**src/rtl/poly_sub_ctrl.sv**
```systemverilog
// ---------------------------------------------------------------------------
// poly_sub_ctrl : coefficient-wise modular subtraction sequencer.
//
// Computes c[i] = (a[i] - b[i]) mod Q_VALUE for i = 0..N-1 of one polynomial.
// Operands come from two RAMs with 1-cycle read latency through a shared
// read address. Each pair goes through one modsub unit, the result is
// registered and written to the result RAM two cycles after the read.
//
// Ports
//   clk      in   rising-edge clock
//   rst_n    in   asynchronous active-low reset
//   start    in   request one polynomial pass (sampled in IDLE only)
//   hold     in   suppresses issue of new reads while high
//   busy     out  high from the cycle after start is accepted until done
//   done     out  one-cycle pulse after the last write has been issued
//   rd_en    out  read strobe to both operand RAMs
//   rd_addr  out  shared operand read address
//   a_rdata  in   operand a, valid the cycle after rd_en
//   b_rdata  in   operand b, valid the cycle after rd_en
//   wr_en    out  result write strobe
//   wr_addr  out  result address
//   wr_data  out  result coefficient
//   err      out  operand range flag
//
// Optional feature macro: POLY_SUB_RANGE_CHK_EN
//   defined   : err is set when a stage-1 operand is >= Q_VALUE; sticky
//               until the next accepted start or reset.
//   undefined : no range comparators, err tied low.
// ---------------------------------------------------------------------------

// Combinational modular subtractor: res = (a - b) mod q for a, b in [0, q).
module modsub #(
  parameter int LOGQ    = 12,
  parameter int Q_VALUE = 3329
) (
  input  logic [LOGQ-1:0] a,
  input  logic [LOGQ-1:0] b,
  output logic [LOGQ-1:0] res
);

  localparam logic [LOGQ-1:0] Q_L = LOGQ'(Q_VALUE);

  logic [LOGQ:0] diff_s;

  // Subtract with one extra sign bit; a negative difference is corrected by
  // adding q, and the LOGQ-bit addition drops the carry out as intended.
  always_comb begin
    diff_s = {1'b0, a} - {1'b0, b};
    if (diff_s[LOGQ]) begin
      res = diff_s[LOGQ-1:0] + Q_L;
    end else begin
      res = diff_s[LOGQ-1:0];
    end
  end

endmodule

module poly_sub_ctrl #(
  parameter int LOGQ    = 12,
  parameter int Q_VALUE = 3329,
  parameter int N       = 256,
  parameter int ADDR_W  = 8
) (
  input  logic              clk,
  input  logic              rst_n,
  input  logic              start,
  input  logic              hold,
  output logic              busy,
  output logic              done,
  output logic              rd_en,
  output logic [ADDR_W-1:0] rd_addr,
  input  logic [LOGQ-1:0]   a_rdata,
  input  logic [LOGQ-1:0]   b_rdata,
  output logic              wr_en,
  output logic [ADDR_W-1:0] wr_addr,
  output logic [LOGQ-1:0]   wr_data,
  output logic              err
);

  localparam logic [ADDR_W-1:0] LAST_ADDR = ADDR_W'(N - 1);

  typedef enum logic [1:0] {
    IDLE  = 2'd0,
    ISSUE = 2'd1,
    DRAIN = 2'd2,
    FIN   = 2'd3
  } state_t;

  state_t            state_r;
  state_t            state_nx_s;
  logic              issue_s;
  logic              start_acc_s;
  logic [ADDR_W-1:0] cnt_r;
  logic              v1_r;
  logic [ADDR_W-1:0] a1_r;
  logic              v2_r;
  logic [ADDR_W-1:0] wr_addr_r;
  logic [LOGQ-1:0]   wr_data_r;
  logic              busy_r;
  logic              done_r;
  logic [LOGQ-1:0]   sub_res_s;

  // Next-state and read-issue decode.
  always_comb begin
    state_nx_s  = state_r;
    issue_s     = 1'b0;
    start_acc_s = 1'b0;
    case (state_r)
      IDLE: begin
        if (start) begin
          start_acc_s = 1'b1;
          state_nx_s  = ISSUE;
        end else begin
          state_nx_s  = IDLE;
        end
      end
      ISSUE: begin
        if (!hold) begin
          issue_s = 1'b1;
          if (cnt_r == LAST_ADDR) begin
            state_nx_s = DRAIN;
          end else begin
            state_nx_s = ISSUE;
          end
        end else begin
          state_nx_s = ISSUE;
        end
      end
      DRAIN: begin
        // Leave only once both pipeline stages have emptied.
        if (!v1_r && !v2_r) begin
          state_nx_s = FIN;
        end else begin
          state_nx_s = DRAIN;
        end
      end
      FIN: begin
        // start seen here is deliberately dropped, not queued.
        state_nx_s = IDLE;
      end
      default: begin
        state_nx_s = IDLE;
      end
    endcase
  end

  // State register.
  always_ff @(posedge clk or negedge rst_n) begin
    if (!rst_n) begin
      state_r <= IDLE;
    end else begin
      state_r <= state_nx_s;
    end
  end

  // busy/done are registered from the next state so they line up with it.
  always_ff @(posedge clk or negedge rst_n) begin
    if (!rst_n) begin
      busy_r <= 1'b0;
      done_r <= 1'b0;
    end else begin
      busy_r <= (state_nx_s == ISSUE) || (state_nx_s == DRAIN);
      done_r <= (state_nx_s == FIN);
    end
  end

  // Issue counter: cleared on start, saturates at the last address.
  always_ff @(posedge clk or negedge rst_n) begin
    if (!rst_n) begin
      cnt_r <= '0;
    end else if (start_acc_s) begin
      cnt_r <= '0;
    end else if (issue_s && (cnt_r != LAST_ADDR)) begin
      cnt_r <= cnt_r + ADDR_W'(1);
    end else begin
      cnt_r <= cnt_r;
    end
  end

  // Stage 1: remember which address the returning read data belongs to.
  always_ff @(posedge clk or negedge rst_n) begin
    if (!rst_n) begin
      v1_r <= 1'b0;
      a1_r <= '0;
    end else begin
      v1_r <= issue_s;
      if (issue_s) begin
        a1_r <= cnt_r;
      end else begin
        a1_r <= a1_r;
      end
    end
  end

  modsub #(
    .LOGQ    (LOGQ),
    .Q_VALUE (Q_VALUE)
  ) u_modsub (
    .a   (a_rdata),
    .b   (b_rdata),
    .res (sub_res_s)
  );

  // Stage 2: register the result; address/data hold while no entry is valid.
  always_ff @(posedge clk or negedge rst_n) begin
    if (!rst_n) begin
      v2_r      <= 1'b0;
      wr_addr_r <= '0;
      wr_data_r <= '0;
    end else begin
      v2_r <= v1_r;
      if (v1_r) begin
        wr_addr_r <= a1_r;
        wr_data_r <= sub_res_s;
      end else begin
        wr_addr_r <= wr_addr_r;
        wr_data_r <= wr_data_r;
      end
    end
  end

`ifdef POLY_SUB_RANGE_CHK_EN
  localparam logic [LOGQ-1:0] Q_L = LOGQ'(Q_VALUE);

  logic err_r;

  // Sticky range flag, cleared when the next pass is accepted.
  always_ff @(posedge clk or negedge rst_n) begin
    if (!rst_n) begin
      err_r <= 1'b0;
    end else if (start_acc_s) begin
      err_r <= 1'b0;
    end else if (v1_r && ((a_rdata >= Q_L) || (b_rdata >= Q_L))) begin
      err_r <= 1'b1;
    end else begin
      err_r <= err_r;
    end
  end

  assign err = err_r;
`else
  assign err = 1'b0;
`endif

  // rd_en follows hold within the same cycle, so it is decoded from the
  // registered state rather than registered itself.
  assign rd_en   = issue_s;
  assign rd_addr = cnt_r;
  assign wr_en   = v2_r;
  assign wr_addr = wr_addr_r;
  assign wr_data = wr_data_r;
  assign busy    = busy_r;
  assign done    = done_r;

endmodule

```
**config.mk**
```make
export PLATFORM = sky130hd
export DESIGN_NAME = poly_sub_ctrl
export DESIGN_NICKNAME = d
export VERILOG_FILES = /design/src/rtl/poly_sub_ctrl.sv
export SDC_FILE = /design/constraint.sdc
export NUM_CORES = 1
export LEC_CHECK = 0
export BUFFER_PORTS_ARGS = -buffer_cell sky130_fd_sc_hd__buf_2
export CORE_MARGIN = 5
export CORE_UTILIZATION = 35
export CTS_CLUSTER_SIZE = 28
export DETAILED_ROUTE_END_ITERATION = 16
export GPL_ROUTABILITY_DRIVEN = 0
export SETUP_SLACK_MARGIN = 0.2
export SLEW_MARGIN = 20
export SYNTH_ARGS = -nofsm -noshare
export SYNTH_HDL_FRONTEND = slang
export SYNTH_HIERARCHICAL = 1
export SYNTH_SLANG_ARGS = --single-unit
```
**constraint.sdc**
```tcl
create_clock -name clk -period 3.25 [get_ports clk]
set_input_delay 0.65 -clock clk [delete_from_list [all_inputs] [get_ports clk]]
set_output_delay 0.65 -clock clk [all_outputs]
set_load 0.1 [all_outputs]
```
# == Yosys cells after proc, flatten, opt, wreduce, memory -nomap -nowiden ==
# Index checks and enable logic that the tools add are counted.
# word_totals
regBits,42
romBits,0
ramBits,0
latch_bits,0
in_bits,28
memories,0
# classes
n_lt_le_gt_ge,0
n_eq_ne,8
n_shift,0
bitwise,0
reduce_logical,7
div_mod_pow,0
n_mux,12
addsub,3
n_mul,0
# ops
cell,count
$mux W8,2
$sub A12 B12 Y13,1
$add A12 B12 Y12 const B,1
$mux W12,1
$add A8 B1 Y8 const B,1
$eq A2 B2 Y1 const B,4
$eq A8 B8 Y1 const B,1
$ne A8 B8 Y1 const B,1
$pmux W2 S4,1
$mux W1,6
$eq A2 B1 Y1 const B,2
$mux W2,2
$logic_and A1 B1 Y1,2
$logic_not A1 Y1,2
$logic_not A2 Y1,1
$reduce_bool A2 Y1,1
$logic_or A1 B1 Y1,1

# == Longest topological paths before layout ==
# Gate-level depths: netlist of the first run.
# depth
ltp_word,6
depth_mapped,12
ltp_nobuf,12

# == Hierarchy ==
# The synthesis of the first run kept the hierarchy.
# modules_own_cells
mod,cells_per_inst,area_each_um2,seq_area_each_um2,instances
poly_sub_ctrl,136,1706.6,1051.0,1
modsub,107,785.8,0.0,1

# == Worst setup path before layout of the first run ==
# No wires, ideal clock.
# synth_timing
kind,input -> register
startpoint,input port a_rdata[0]
endpoint,"register wr_data_r[11], in the netlist wr_data[11]"
n_path_buf,0
path_slack_ns,0.271
arrival_time_ns,2.853
stages,12
required_ns,3.125
cell_sequence,inv_1 ha_1 inv_1 fa_1 a21o_1 a221oi_2 xnor2_1 nand3_2 o31ai_2 a211oi_2 xnor2_1 mux2_2
# synth_between
elab_chain_len,3
# synth_lines
element,line_no,text
"start, declared",72,"input logic [LOGQ-1:0] a_rdata,"
$sub A12 B12 Y13 (*),48,"diff_s = {1'b0, a} - {1'b0, b};"
$add A12 B12 Y12,50,res = diff_s[LOGQ-1:0] + Q_L;
$mux W12 (*),49,if (diff_s[LOGQ]) begin
net sub_res_s[11],101,logic [LOGQ-1:0] sub_res_s;
"end signal, assigned",214,wr_data_r <= sub_res_s;
"end signal, assigned",217,wr_data_r <= wr_data_r;
"end, declared",98,logic [LOGQ-1:0] wr_data_r;
# Mark *: on every way through the listed nets, which the timed path passes. The rest lies on a longest branch.
# A chain may end at the register's enable or synchronous reset.

# == Worst setup path after layout of the first run ==
# Same ends and word-level chain as after synthesis.

==> flow_summary.rst, run 1 <==
.. list-table::
   :header-rows: 1

   * - Metric
     - Value
   * - Clock Path Buffers
     - 2
   * - Clock latency at the later pin of the worst-skew pair
     - roughly 290 ps
   * - Number of warnings reported in the yosys synthesis log
     - 6
   * - Worst clock skew
     - 5.75 ps
   * - Startpoint of the most critical hold path
     - a1_r[4]$_DFFE_PN0N_
   * - Fraction of the mapped netlist area in adder cells
     - 8.33%
   * - Routed wire length per instance
     - 13.2 um
   * - Beginning of the worst register-to-register path
     - state_r[1]$_DFF_PN0_
   * - Multi-input logic area
     - 0.00135 mm2
   * - Synth Flop Type
     - dfrtp_1
   * - Area delta synth->final
     - 20.6%
   * - Critical path capture point type
     - flop
   * - Total cell area at the placement stage
     - 0.00290 mm2
   * - Total congestion overflow
     - 0
   * - Clock-pin slew on the worst setup and hold paths
     - 80 ps
   * - Die boundary height
     - 94.4 um
   * - Unrepaired setup endpoints after global routing
     - true
   * - Dominant combinational cell family by area after synthesis
     - compound AO/OA/AOI/OAI gates
   * - Wire length of the first global-routing pass
     - 8.64 mm
   * - Clock buffer count from CTS
     - 5
   * - Max FO, Critical Path
     - 4
   * - NumNets Final
     - 349
   * - Placed instance count
     - 394
   * - Cts repair resizes
     - 0
   * - Seq cells post-synth
     - 42
   * - Slew margin rel.
     - between 30% and 40%
   * - Number of cells on the worst reg-to-reg path
     - 5
   * - Max capacitance violation total
     - 0
   * - Instance count along the most critical hold path
     - 2
   * - Arrival time worst endpoint
     - about 3100 ps
   * - Net count of the mapped netlist
     - 287
   * - Tightest Hold Check Type
     - flop to flop
   * - Count of input and output buffers
     - about 60
   * - Post-Synth XOR/XNOR Area
     - 8.08%
   * - Total core area
     - 0.00687 mm2
   * - Post-route DRC
     - 0
   * - Compound-gate portion of the synthesized area
     - ~14%
   * - Minimum clock period after layout
     - 2940 ps
   * - Synthesized area per cell
     - 10.3 um2
   * - Total via count after detailed routing
     - 1882
   * - Total wirelength of the detailed-routed design
     - between 5 and 6 mm
   * - Final Hold Viols
     - 0
   * - Die X
     - 94.4 um
   * - Setup total negative slack
     - 0 ps
   * - Filler instances
     - just under 700
   * - Die footprint
     - 0.00891 mm2
   * - Inserted Diodes
     - 0
   * - Crit path launch type
     - input pin
   * - Number of I/O pins
     - 61
   * - Actual transition at the worst max-transition pin
     - 924 ps
   * - Register-to-Register Setup Slack
     - 1460 ps
   * - Combined flip-flop and latch cell area
     - 0.00105 mm2
   * - Leakage Power
     - 1.52 nW
   * - Clock tree root driver cell
     - clkbuf_8
   * - Count of flip-flops with a built-in enable after synthesis
     - 0
   * - Post-synth cell types
     - 48
   * - Hold worst-path end
     - a1_r[4]$_DFFE_PN0N_
   * - Number of clock sinks
     - 42
   * - Total routing usage reported by global routing
     - a little under an eighth
   * - Number of DRC violations after detailed-routing iteration 0
     - 43
   * - Vias in the first global route
     - 1914
   * - Pin count of the biggest net entering global routing
     - 43
   * - Number of detailed-route iterations in the first pass
     - 4
   * - Core Util, Final
     - 43.8%
   * - Critical Path RT
     - 3430 ps
   * - Setup-violating endpoint count in the final report
     - 0
   * - Highest ir drop seen on vdd
     - 0.393 mV
   * - TritonCTS clock tree
     - done
   * - Mux share of post-synthesis cell area
     - 9.84%
   * - Terminus of the critical flop-to-flop path
     - rd_addr[5]$_DFFE_PN0P_
   * - H-Tree Level Count
     - 2
   * - Fraction of final layout cells sized beyond drive strength 1
     - between 30% and 40%
   * - Final Power
     - 2.53 mW
   * - Post-Syn Area
     - 0.00249 mm2
   * - Post-route fraction of the period consumed by the critical path
     - between 90% and 100%
   * - Number of hold-repair buffers added at the cts stage
     - 0
   * - Simple-gate area share of the yosys netlist
     - between 10% and 20%
   * - Final design instance area without fill
     - 0.00301 mm2
   * - Pwr dens
     - around 840 mW/mm2
   * - Number of cells in the finished layout apart from fillers
     - 402
   * - Vias per cell
     - between 4 and 5
   * - Run status
     - complete, no violations
   * - Detail Route Antenna Nets
     - 0
   * - Sequential cell area fraction in the yosys report
     - 42.2%
   * - Highest clock frequency the design can meet
     - 0.340 GHz
   * - Buffers inserted during post-CTS setup optimization
     - 0
   * - Final Max Tran Viols
     - 0
   * - DP Wirelength
     - 3.95 mm
   * - Antenna violations before repair
     - 0
   * - Critical path class
     - input pin to flop
   * - Starting Density
     - 36.3%
   * - Row count
     - 30
   * - Share of flip-flops with an asynchronous set or reset after synthesis
     - 100%
   * - Number of cells produced by synthesis
     - 243
[cell usage after synthesis, drive strengths merged, types with 2 or more instances]
master  number  area, um2
nand4        3       18.8
a211oi       2       20.0
a22o         3       26.3
inv         17       63.8
nand2       35        131
o31a         2       17.5
xor2         9       78.8
a21oi       12       63.8
nor3         2       10.0
and3         5       31.3
mux2        20        225
buf          4       22.5
ha          15        188
xnor2       14        123
o31ai        3       27.5
a21o         5       37.5
a31o         2       17.5
dfrtp       42       1050
nand3        8       45.0
and2         2       12.5
o21ai        5       25.0
nor2         7       26.3
mux2i        2       20.0
nand3b       2       15.0
clkbuf       4       15.0
[per-stage QoR]
stage               setup slack [ps]  hold WS (ps)
finish                           307           473
global placement                39.2           454
detailed placement              4.16           460
CTS                              290           482
global route                     175           516
floorplan                        271           354
[critical path: stages]
cell and delay (ps):
buf_2 90, inv_1 40, ha_1 160, inv_1 50, fa_1 390, a21o_1 220
a221oi_4 320, xnor2_1 210, nand3_2 150, o31ai_2 310, a211oi_2 120, xnor2_1 140
mux2_2 260
[state kept, by name, indices dropped and copies added, names as in the netlist]
register / cells
wr_data: 12
a1_r: 8
rd_addr: 8
wr_addr: 8
state_r: 2
busy: 1
done: 1
v1_r: 1
wr_en: 1
[layout by cell type (no fill, tap or decap), drive strengths merged, types with 6 or more instances in the layout]
cell,Yosys,routed
a21oi,12,12
mux2,20,20
nand3,8,8
xor2,9,9
ha,15,15
inv,17,17
nand2,35,35
dfrtp,42,42
clkbuf,4,6
buf,4,63
xnor2,14,14
nor2,7,7
[cell families after synthesis]
kind of cell | Yosys count
DFF | 42
and+or+nand+nor | 70
adders and majority gates | 16
muxes | 22
other | 1
buffers and inverters | 25
xor gates and xnor gates | 23
AOI/OAI and AO/OA | 44
[cell type report]
cell class                      count  share of cell area (%)
Multi-Input combinational cell    176                    44.9
Clock inverter                      2                   0.416
Tap cell                           96                    4.00
Timing Repair Buffer               63                    10.8
Clock buffer                        6                    2.75
Inverter                           17                    2.12
Sequential cell                    42                    35.0
[power breakdown]
group | internal [mW] | switching [mW] | total [mW]
registers | 0.659 | 0.117 | 0.777
clock network | 0.171 | 0.178 | 0.349
logic | 0.296 | 1.11 | 1.40
[layer usage]
| metal | track usage [%] | wire length, um | vias up |
|---|---|---|---|
| li1 | - | - | 974 |
| met4 | 3.25 | 70 | 0 |
| met2 | 19.7 | 2440 | 30 |
| met1 | 15.4 | 2540 | 873 |
| met5 | 0 | 0 | - |
| met3 | 3.27 | 248 | 5 |
[worst max-delay path by stage]
| stage | from | endpoint | slack, ps |
|---|---|---|---|
| after CTS | a_rdata[0] | wr_data[11]$_DFFE_PN0P_ | 290 |
| after detailed placement | a_rdata[0] | wr_data[6]$_DFFE_PN0P_ | 4 |
| after global placement | a_rdata[0] | wr_data[11]$_DFFE_PN0P_ | 40 |
| after floorplan | a_rdata[0] | wr_data[11]$_DFFE_PN0P_ | 270 |
| after global routing | a_rdata[0] | wr_data[11]$_DFFE_PN0P_ | 180 |
| final | a_rdata[0] | wr_data[11]$_DFFE_PN0P_ | 310 |
No activity file was read; power rests on OpenSTA's default activity.
==> inputs of run 2 (changes only) <==
- BUFFER_PORTS_ARGS: -buffer_cell sky130_fd_sc_hd__buf_2 -> unset
- DONT_BUFFER_PORTS: unset -> 1
- HOLD_SLACK_MARGIN: unset -> 0.1
- SYNTH_HIERARCHICAL: 1 -> unset
==> flow_summary.rst, run 2 <==
.. list-table::
   :header-rows: 1

   * - Metric
     - Value
   * - Run status
     - complete, no violations
   * - Crit path launch type
     - input pin
   * - Number of cells produced by synthesis
     - 279
   * - Internal power
     - around 1.0 mW
   * - Most common library cell in the layout ignoring fill and taps
     - dfrtp_1
   * - Combined flip-flop and latch cell area
     - 0.00105 mm2
   * - Highest-count cells in the layout ignoring fill and taps
     - 42 x dfrtp_1, 27 x nor2_1, 23 x inv_1
   * - Tightest Hold Check Type
     - input pin to asynchronous set/reset pin
   * - Clock latency at the later pin of the worst-skew pair
     - a little under 300 ps
   * - Actual transition at the worst max-transition pin
     - 955 ps
   * - Share of flip-flops with an asynchronous set or reset after synthesis
     - 100%
   * - Leading cell types by total area after synthesis
     - dfrtp_1 39%, mux2_2 7.5%, ha_1 7.0%
   * - Beginning of the worst register-to-register path
     - state_r[1]$_DFF_PN0_
   * - Row count
     - 32
   * - Post-route DRC
     - 0
   * - Standard cell with the maximum stage delay on the critical path
     - fa_1
   * - Antenna violations before repair
     - 0
   * - Routed wire length per instance
     - 14.7 um
   * - Leakage Power
     - 1.33 nW
   * - TritonCTS clock tree
     - done
   * - Unrepaired setup endpoints after global routing
     - false
   * - Slew margin rel.
     - 36.3%
   * - Max FO, Critical Path
     - 3
   * - Critical path capture point type
     - flop
   * - Top post-synthesis cells by count
     - 42 x dfrtp_1, 27 x nor2_1, 23 x inv_1
   * - Proportion of power drawn by flip-flops and latches
     - 55.9%
   * - Post-synthesis cell type with the largest combined area
     - dfrtp_1
   * - Terminus of the critical flop-to-flop path
     - rd_addr[5]$_DFFE_PN0P_
   * - Register-to-Register Setup Slack
     - roughly 1100 ps
   * - Number of cells in the finished layout apart from fillers
     - around 400
   * - Clock tree root driver cell
     - clkbuf_8
   * - Count of flip-flops with a built-in enable after synthesis
     - 0
   * - NumNets Final
     - between 300 and 400
   * - Filler instances
     - 782
   * - Number of I/O pins
     - 61
   * - Minimum clock period after layout
     - 2720 ps
   * - Seq cells post-synth
     - 42
   * - Vias in the first global route
     - 1979
   * - Sequential cell area fraction in the yosys report
     - approximately two fifths
   * - Clock Path Buffers
     - 2
   * - Die X
     - 97.6 um
   * - Area fraction of the dominant cell type after synthesis
     - 39.1%
   * - Number of clock sinks
     - 42
   * - Total via count after detailed routing
     - 2021
   * - Fraction of power spent switching nets
     - 55.4%
   * - Count of input and output buffers
     - 0
   * - Combinational group share of total power
     - between 30% and 40%
   * - Fraction of final layout cells sized beyond drive strength 1
     - 17.3%
   * - Final Hold Viols
     - 0
   * - Area delta synth->final
     - 10.6%
   * - Synthesized area per cell
     - about 9.6 um2
   * - Net count of the mapped netlist
     - 323
   * - Highest clock frequency the design can meet
     - 0.368 GHz
   * - Critical path class
     - input pin to flop
   * - Critical Path RT
     - 3460 ps
   * - Crit-path max cell delay
     - 410 ps
   * - Inserted Diodes
     - 0
   * - Post-synth cell types
     - 57
   * - Cells along the critical path
     - inv_1 -> ha_1 -> inv_1 -> fa_1 -> a21o_1 -> a21o_1 -> a221o_1 -> nor4_4 -> a21oi_1 -> or3_1 -> a31oi_1
   * - Total congestion overflow
     - 0
   * - Synth Flop Type
     - dfrtp_1
   * - Max capacitance violation total
     - 0
   * - Setup total negative slack
     - 0 ps
   * - Final Max Tran Viols
     - 0
   * - Most numerous cell in the Yosys netlist
     - dfrtp_1
   * - Number of flip-flops under the largest register name
     - 12
   * - Detail Route Antenna Nets
     - 0
   * - Clock-pin slew on the worst setup and hold paths
     - about 80 ps
   * - Number of warnings reported in the yosys synthesis log
     - 0
   * - Die boundary height
     - 97.6 um
   * - Pwr dens
     - 768 mW/mm2
   * - Net load switching power
     - 1.26 mW
   * - Number of detailed-route iterations in the first pass
     - 4
   * - Starting Density
     - 35.3%
   * - Post-Syn Area
     - about 0.0027 mm2
   * - Total core area
     - around 0.0076 mm2
   * - Arrival time worst endpoint
     - slightly below 3000 ps
   * - Worst clock skew
     - 4.42 ps
   * - Clk pwr share
     - around 14%
   * - H-Tree Level Count
     - 2
   * - Total wirelength of the detailed-routed design
     - 5.77 mm
   * - Number of cells on the worst reg-to-reg path
     - 6
   * - Number of DRC violations after detailed-routing iteration 0
     - 65
   * - Launching instance or port of the critical path
     - a_rdata[0]
   * - Highest ir drop seen on vdd
     - 0.219 mV
   * - Cts repair resizes
     - 0
   * - Pin count of the biggest net entering global routing
     - 43
   * - Vias per cell
     - around 5.2
   * - Die footprint
     - 0.00953 mm2
   * - DP Wirelength
     - 4.59 mm
   * - Multi-input logic area
     - about 0.0015 mm2
   * - Placed instance count
     - 383
   * - Core Util, Final
     - between 30% and 40%
   * - Total routing usage reported by global routing
     - 12.3%
   * - Setup-violating endpoint count in the final report
     - 0
   * - Post-route fraction of the period consumed by the critical path
     - 83.6%
   * - Wire length of the first global-routing pass
     - slightly below 10 mm
   * - Clock buffer count from CTS
     - 5
-- run 2: per-stage QoR --
step / cell area [um2] / total power [mW] / setup WS, ps / hold WS [ps]
2_1_floorplan: 2690 / 1.82 / 361 / 352
3_3_place_gp: 2870 / 1.97 / 253 / 355
3_5_place_dp: 2870 / 1.98 / 224 / 356
4_1_cts: 2970 / 2.31 / 520 / 195
5_1_grt: 2970 / 2.41 / 316 / 201
6_report: 2970 / 2.28 / 532 / 202
-- run 2: cell families after synthesis --
logic type                 count (synthesis)  share of synthesized area, %
AOI/OAI and AO/OA                         64                          17.6
xor gates and xnor gates                  16                          5.21
adders and majority gates                 16                          7.73
buffers and inverters                     32                          4.98
DFF                                       42                          39.1
muxes                                     21                          8.66
other                                      1                         0.140
and+or+nand+nor                           87                          16.5
-- run 2: layout make-up --
cell class	count	share of cell area, %
clock buffer	5	2.32
multi-input combinational	205	50.7
timing repair buffer	12	4.04
inverter	23	2.91
clock inverter	2	0.337
tap	102	4.29
sequential	42	35.4
-- run 2: worst max-delay path by stage --
stage / slack, ps / to
3_3_place_gp: 250 / wr_data[9]$_DFFE_PN0P_
4_1_cts: 520 / wr_data[9]$_DFFE_PN0P_
2_1_floorplan: 360 / wr_data[10]$_DFFE_PN0P_
5_1_grt: 320 / wr_data[9]$_DFFE_PN0P_
6_report: 530 / wr_data[9]$_DFFE_PN0P_
3_5_place_dp: 220 / wr_data[9]$_DFFE_PN0P_
-- run 2: layer usage --
layer / GRT usage [%] / vias up / share of wire [%]
li1: - / 1014 / -
met1: 15.7 / 947 / 45
met3: 3.80 / 5 / 6.5
met4: 2.24 / 0 / 0.85
met5: 0 / - / 0
met2: 20.8 / 55 / 48
-- run 2: critical path, delay by kind of cell --
kind	cells	cell delay [ps]
adders and majority gates	2	570
and+or+nand+nor	2	580
buffers and inverters	2	80
AOI/OAI and AO/OA	5	1040
-- run 2: timing repair --
action                    in CTS  in global routing
hold buffers                   1                  0
setup buffers                  0                  0
hold endpoints to repair      42                  0
-- run 2: power by group through the flow --
stage | registers, mW | clock network (mW) | logic (mW)
2_1_floorplan | 1.44 | 0 | 0.385
3_3_place_gp | 1.29 | 0 | 0.672
3_5_place_dp | 1.30 | 0 | 0.682
4_1_cts | 1.29 | 0.328 | 0.698
5_1_grt | 1.30 | 0.355 | 0.759
6_report | 1.28 | 0.314 | 0.691
